File: src/rtl/approx_mult_error_monitor.sv
// Error monitor for an 8x8 approximate multiplier: accumulates error-distance
// statistics over a fixed window of samples and reports them via valid/ready.
module approx_mult_error_monitor #(
  parameter int unsigned WIDTH  = 8,
  parameter int unsigned WINDOW = 256,
  parameter int unsigned ACC_W  = 32,
  parameter int unsigned CNT_W  = 9
) (
  input  logic                 clk,
  input  logic                 rst,
  input  logic                 start,
  input  logic                 in_valid,
  output logic                 in_ready,
  input  logic [WIDTH-1:0]     in_a,
  input  logic [WIDTH-1:0]     in_b,
  input  logic [2*WIDTH-1:0]   in_approx,
  output logic                 busy,
  output logic                 res_valid,
  input  logic                 res_ready,
  output logic [CNT_W-1:0]     err_count,
  output logic [ACC_W-1:0]     err_sum,
  output logic [2*WIDTH-1:0]   err_max,
  output logic [CNT_W-1:0]     sample_count
);

  localparam int unsigned PW = 2 * WIDTH;
  localparam int unsigned SW = ACC_W + 1;

  typedef enum logic [1:0] {IDLE, RUN, DRAIN, REPORT} state_t;

  state_t         state;
  logic           s1_valid;
  logic [PW-1:0]  s1_ed;

  logic           accept;
  logic           last;
  logic [PW-1:0]  exact;
  logic [PW-1:0]  ed_next;
  logic [SW-1:0]  sum_ext;

  // Exact product and absolute error distance of the sample being accepted.
  assign accept  = in_valid & in_ready;
  assign last    = (sample_count == CNT_W'(WINDOW - 1));
  assign exact   = PW'(in_a) * PW'(in_b);
  assign ed_next = (in_approx >= exact) ? (in_approx - exact) : (exact - in_approx);
  // One extra bit exposes the carry used for saturation.
  assign sum_ext = {1'b0, err_sum} + SW'(s1_ed);

  always_ff @(posedge clk) begin
    if (rst) begin
      state        <= IDLE;
      in_ready     <= 1'b0;
      busy         <= 1'b0;
      res_valid    <= 1'b0;
      s1_valid     <= 1'b0;
      s1_ed        <= '0;
      err_count    <= '0;
      err_sum      <= '0;
      err_max      <= '0;
      sample_count <= '0;
    end else begin
      // Stage 1: capture the error distance of an accepted sample.
      s1_valid <= accept;
      if (accept) begin
        s1_ed        <= ed_next;
        sample_count <= sample_count + CNT_W'(1);
      end

      // Stage 2: fold the stage-1 result into the window statistics.
      if (s1_valid) begin
        err_sum <= sum_ext[ACC_W] ? {ACC_W{1'b1}} : sum_ext[ACC_W-1:0];
        if (s1_ed != '0) err_count <= err_count + CNT_W'(1);
        if (s1_ed > err_max) err_max <= s1_ed;
      end

      case (state)
        IDLE: begin
          if (start) begin
            state        <= RUN;
            in_ready     <= 1'b1;
            busy         <= 1'b1;
            err_count    <= '0;
            err_sum      <= '0;
            err_max      <= '0;
            sample_count <= '0;
          end
        end
        RUN: begin
          if (accept && last) begin
            in_ready <= 1'b0;
            state    <= DRAIN;
          end
        end
        DRAIN: begin
          if (!s1_valid) begin
            res_valid <= 1'b1;
            state     <= REPORT;
          end
        end
        REPORT: begin
          if (res_ready) begin
            res_valid <= 1'b0;
            busy      <= 1'b0;
            state     <= IDLE;
          end
        end
        default: state <= IDLE;
      endcase
    end
  end

endmodule
File: config.mk
export PLATFORM = sky130hd
export DESIGN_NAME = approx_mult_error_monitor
export DESIGN_NICKNAME = d
export VERILOG_FILES = /design/src/rtl/approx_mult_error_monitor.sv
export SDC_FILE = /design/constraint.sdc
export NUM_CORES = 1
export LEC_CHECK = 0
export ABC_AREA = 1
export BUFFER_PORTS_ARGS = -buffer_cell sky130_fd_sc_hd__clkbuf_2
export CAP_MARGIN = 20
export CORE_ASPECT_RATIO = 2
export CORE_MARGIN = 1.5
export CORE_UTILIZATION = 53
export CTS_CLUSTER_DIAMETER = 100
export DETAILED_ROUTE_END_ITERATION = 10
export PLACE_DENSITY = 0.76
export SYNTH_ARGS = -nofsm -noshare
export SYNTH_HDL_FRONTEND = slang
export SYNTH_SLANG_ARGS = --single-unit
export TNS_END_PERCENT = 1
File: constraint.sdc
create_clock -name clk -period 4.9 [get_ports clk]
set_input_delay 0 -clock clk [delete_from_list [all_inputs] [get_ports clk]]
set_output_delay 0 -clock clk [all_outputs]
set_load 0.02 [all_outputs]
# Word level (Yosys, flattened, before mapping)
# Cells that the tools add are included.
word_totals:
  register_bits: 88
  in_bits: 37
classes:
  addsub: 5
  n_mul: 1
  magnitude_cmp: 2
  n_eq_ne: 8
  muxes: 28
  n_bitwise: 1
  reduce_logical: 10
op_table:
  columns: ["cell", "count"]
  rows:
  - ["32-bit 2-to-1 mux", 4]
  - ["16-bit 2-to-1 mux", 5]
  - ["9-bit 2-to-1 mux", 7]
  - ["32-bit by 16-bit adder with 33-bit output", 1]
  - ["16-bit subtractor", 2]
  - ["9-bit by 1-bit adder with 9-bit output (second input constant)", 2]
  - ["16-bit >= comparator", 1]
  - ["16-bit > comparator", 1]
  - ["8-bit by 8-bit multiplier with 16-bit output", 1]
  - ["16-bit nonzero test", 1]
  - ["9-bit by 8-bit == test with 1-bit output (second input constant)", 1]
  - ["3-bit AND reduction", 3]
  - ["2-bit 2-to-1 mux", 4]
  - ["2-bit != test (second input constant)", 4]
  - ["2-bit case mux with 4 select lines", 1]
  - ["1-bit case mux with 2 select lines", 3]
  - ["2-bit nonzero test", 3]
  - ["2-bit == test (second input constant)", 2]
  - ["1-bit 2-to-1 mux", 4]
  - ["4-bit AND reduction", 1]
  - ["2-bit by 1-bit == test with 1-bit output (second input constant)", 1]
  - ["2-bit zero test", 1]
  - ["1-bit AND", 1]
  - ["1-bit logical AND", 1]

# Longest topological paths before layout
depth:
  word_depth: 5
  ltp_mapped: 32
  depth_no_buf: 30

# Worst setup path after synthesis
# Ideal clock, no wire load.
synth_path:
  path_kind: "in2reg"
  startpoint: "in in_a[0]"
  endpoint: "reg s1_ed[14]"
  arrival_time_ns: 4.955
  t_required_ns: 4.791
  slack_ns: -0.165
  path_stages: 28
  n_path_buf: 3
  cell_sequence: "clkbuf_1 -> nand2_1 -> fa_1 -> fa_1 -> inv_1 -> fa_1 -> inv_1 -> fa_1 -> inv_1 -> ha_1 -> inv_1 -> nor3_1 -> a21oi_1 -> o21ai_0 -> xor2_1 -> inv_1 -> ha_1 -> buf_4 -> nand2_2 -> nor4_4 -> nand2_2 -> nand2_4 -> inv_4 -> buf_6 -> nand2_2 -> nand3_1 -> nand2_1 -> inv_1"
synth_between:
  elab_chain_cells: 3
  word_cells_on_any_way: 5
  classes_between: "add/sub: 2; mul: 1; order compare: 1; mux: 1"
synth_rtl:
  columns: ["item", "line_no", "text"]
  rows:
  - ["start, declared", "14", "input logic [WIDTH-1:0] in_a,"]
  - ["8-bit by 8-bit multiplier with 16-bit output (*)", "44", "assign exact = PW'(in_a) * PW'(in_b);"]
  - ["16-bit subtractor / 16-bit >= comparator (equally long branches)", "45", "assign ed_next = (in_approx >= exact) ? (in_approx - exact) : (exact - in_approx);"]
  - ["16-bit 2-to-1 mux (*)", "45", null]
  - ["end signal, assigned", "65", "s1_ed <= ed_next;"]
  - ["end, declared", "33", "logic [PW-1:0] s1_ed;"]
# Mark *: on every way between the ends. The rest lies on a longest branch, timed or not.
# A chain may end at the register's enable or synchronous reset.

# Worst setup path after layout
layout_path:
  startpoint: "in in_b[7]"
  endpoint: "reg s1_ed[2]"
layout_between:
  elab_chain_cells: 3
layout_rtl:
  columns: ["item", "line_no", "text"]
  rows:
  - ["start, declared", "15", "input logic [WIDTH-1:0] in_b,"]
  - ["8-bit by 8-bit multiplier with 16-bit output", "44", null]
  - ["16-bit >= comparator", "45", null]
  - ["16-bit 2-to-1 mux", "45", null]
# Every way passes these cells.

==> metrics.md <==
| Metric | Value |
|---|---|
| # IOs | `106` |
| Comb power frac | `76.5%` |
| Top FF cell, synth | `dfxtp_1` |
| Initial drt markers | `362` |
| Sequential area share after synthesis | `17.9%` |
| Arrival time worst endpoint | `5020 ps` |
| Die Y | `196 um` |
| Layout cell share with drive strength beyond 1 | `15.9%` |
| Slowest CP cell | `fa_1` |
| Nets | `1,896` |
| Setup violations, final | `0` |
| Area growth from synthesis to layout | `17.8%` |
| Worst Max-Slew Pin Slew | `slightly below 1000 ps` |
| Diode count | `0` |
| Sum Neg Setup Slack | `0 ps` |
| Core area | `18,200 um2` |
| CTS tree | `built` |
| Slew Limit Fails | `0` |
| Clock root buffer | `clkbuf_16` |
| Hold bufs inserted after CTS | `0` |
| Internal | `3.30 mW` |
| Worst Hold Class | `in2reg` |
| End of the worst register-to-register path | `sample_count[7]` |
| H-tree depth | `3` |
| Most frequent cells in the layout | `419 x nand2_1, 337 x inv_1, 130 x nor2_1, 102 x nand3_1, 94 x ha_1` |
| Final wirelength | `27.6 mm` |
| Status | `complete, no violations` |
| Peak VDD IR | `0.494 mV` |
| Startpoint class of the critical path | `input port` |
| Filler cells | `1,733` |
| Crit path launch | `in_b[7]` |
| Setup crit end kind | `register` |
| Relative slew margins | `35.6%` |
| Psw | `3.42 mW` |
| Cell depth of the worst setup path | `29` |
| Global-route wire length before repair | `about 44 mm` |
| Critical Path RT | `5130 ps` |
| Avg WL per Cell | `14.3 um` |
| Syn Nets | `1,756` |
| Static Leak | `6.59 nW` |
| CP bufs+invs | `10` |
| R2r worst-path depth | `9` |
| CTS sink cnt | `88` |
| Register Area | `roughly 1800 um2` |
| Die W | `99.3 um` |
| Global Route Usage Sum | `27.9%` |
| CTS clk-pin slew, worst paths | `70 ps` |
| Largest net degree at the start of global routing | `between 40 and 50` |
| Residual DRC | `0` |
| IO Port Bufs | `105` |
| Final min period | `4790 ps` |
| Max frequency | `209 MHz` |
| Grt total ovfl | `0` |
| Vias after detailed routing | `10.1k` |
| Hpwl dp | `22.4 mm` |
| Fin util | `63.5%` |
| Max Clock Skew | `about 7.1 ps` |
| Seq pwr share | `roughly an eighth` |
| YS warnings | `0` |
| Worst Hold Margin | `around 18 ps` |
| Routability Congestion | `between 0.9 and 1` |
| Site row count | `70` |
| Multi-input gate area | `6800 um2` |
| Final Hold Viols | `0` |
| Fin crit share | `97.7%` |
| Reg-to-reg critical path startpoint | `in_ready` |
| Number of routed nets with antenna violations | `0` |
| Initial DRT Pass Iterations | `5` |
| Total CTS buffers | `9` |
| CP delay by family, top | `adder cells` |
| Seq cells post-synth | `88` |
| Crit path kind | `in2reg` |
| Synth Cell Area | `9830 um2` |
| Switch share | `50.9%` |
| Drt via density | `5.21` |
| End of the critical path | `s1_ed[2]` |
| CP max stage delay | `530 ps` |
| Clock Power Share | `around 11%` |
| Final WS setup | `112 ps` |
| Setup Slack @ Placement | `-401 ps` |
| Synth cell types | `46` |
| Max-Cap Viols | `0` |
| Vias in the first global route | `10.1k` |
| DIE AREA | `roughly 19,000 um2` |
| PwrDens | `580 nW/um2` |
| FF-to-FF setup slack | `2320 ps` |
| Cells after synthesis | `between 1.5k and 2k` |
| EDFF count, synth | `0` |
| Hold path depth | `4` |
| Initial Utilization | `53.9%` |
| CP Max Fanout | `5` |
| Commonest non-fill, non-tap cell in the layout | `nand2_1` |
| Average cell area after synthesis | `6.24 um2` |
| Clk buf depth | `2` |
| Async set or reset register ratio after synthesis | `0%` |
| Clock Latency Late Sink | `around 340 ps` |
| Power, Total | `6.72 mW` |
| Number of antenna violations at the first check in global routing | `0` |
## sequential cells by signal (all words and copies together), names as in the netlist
signal,flops
err_sum,32
err_max,16
s1_ed,16
err_count,9
sample_count,9
state,2
busy,1
in_ready,1
res_valid,1
s1_valid,1
## worst reg2reg max path, stage by stage, from the launching register on
cell	delay (ps)
dfxtp_1	370
nand2_1	440
inv_1	720
nand2_1	100
inv_1	120
nand4_1	170
nor2_1	210
nand2_1	90
nor3_1	140
nor3_1	70
## per-stage QoR
step | std cells | area, um2
detailed placement | 1912 | 10900
global route | 1935 | 11600
CTS | 1928 | 11200
global placement | 1912 | 10900
finish | 1935 | 11600
floorplan | 1574 | 9880
## worst min path at each step
stage	from	end	slack, ps
3_5_place_dp	start	in_ready	360
4_1_cts	start	in_ready	4
5_1_grt	start	in_ready	40
3_3_place_gp	start	in_ready	370
2_1_floorplan	rst	s1_ed[15]	140
6_report	start	in_ready	20
## cells in the mapped netlist (all sizes together) (6+ instances only)
cell,count,share of area [%]
a21oi,100,5.2
buf,24,1.7
clkbuf,29,1.1
dfxtp,88,18
fa,39,7.9
ha,106,13
inv,344,13
nand2,440,17
nand3,103,5.3
nand4,26,1.7
nor2,136,5.3
nor3,21,1.2
o21ai,42,2.1
o21bai,6,0.46
xnor2,14,1.2
xor2,30,2.7
## power by group through the flow
| stage | clock network, mW | logic, mW | registers (mW) |
|---|---|---|---|
| 2_1_floorplan | 0 | 3.15 | 0.887 |
| 3_3_place_gp | 0 | 4.43 | 0.864 |
| 3_5_place_dp | 0 | 4.54 | 0.866 |
| 4_1_cts | 0.739 | 4.59 | 0.850 |
| 5_1_grt | 0.772 | 5.70 | 0.858 |
| 6_report | 0.730 | 5.14 | 0.850 |
## cell type report
cell class                      count  area share [%]
Multi-Input combinational cell   1090            58.7
Sequential cell                    88            15.2
Inverter                          344            11.2
Timing Repair Buffer              181            9.84
Tap cell                          216            2.33
Clock buffer                       11            2.18
Clock inverter                      5           0.540
## logic make-up (layout without fill, tap and decap cells)
kind of cell / count (synthesis) / after routing / synth area share [%]
AND/OR/NAND/NOR: 739 / 740 / 31.9
adder cells (fa/ha/maj): 145 / 145 / 21.4
AO/OA/AOI/OAI: 161 / 161 / 8.80
flip-flops: 88 / 88 / 17.9
buffers and inverters: 397 / 541 / 16.0
XOR/XNOR: 44 / 44 / 3.92
## layer usage
layer	track usage, %	routed length [um]	vias up
li1	-	-	5097
met1	22.3	8670	4599
met2	58.6	15800	256
met3	1.97	761	129
met4	21.1	2380	0
met5	0	0	-
## what timing repair did
action | CTS | global route
endpoints found under the setup margin | 13 | 15
gates cloned | 0 | 1
gates resized for setup | 5 | 86
pin swaps | 1 | 36
buffers inserted | 0 | 5
endpoints found under the hold margin | 0 | 0
No activity file was read; power rests on OpenSTA's default activity.
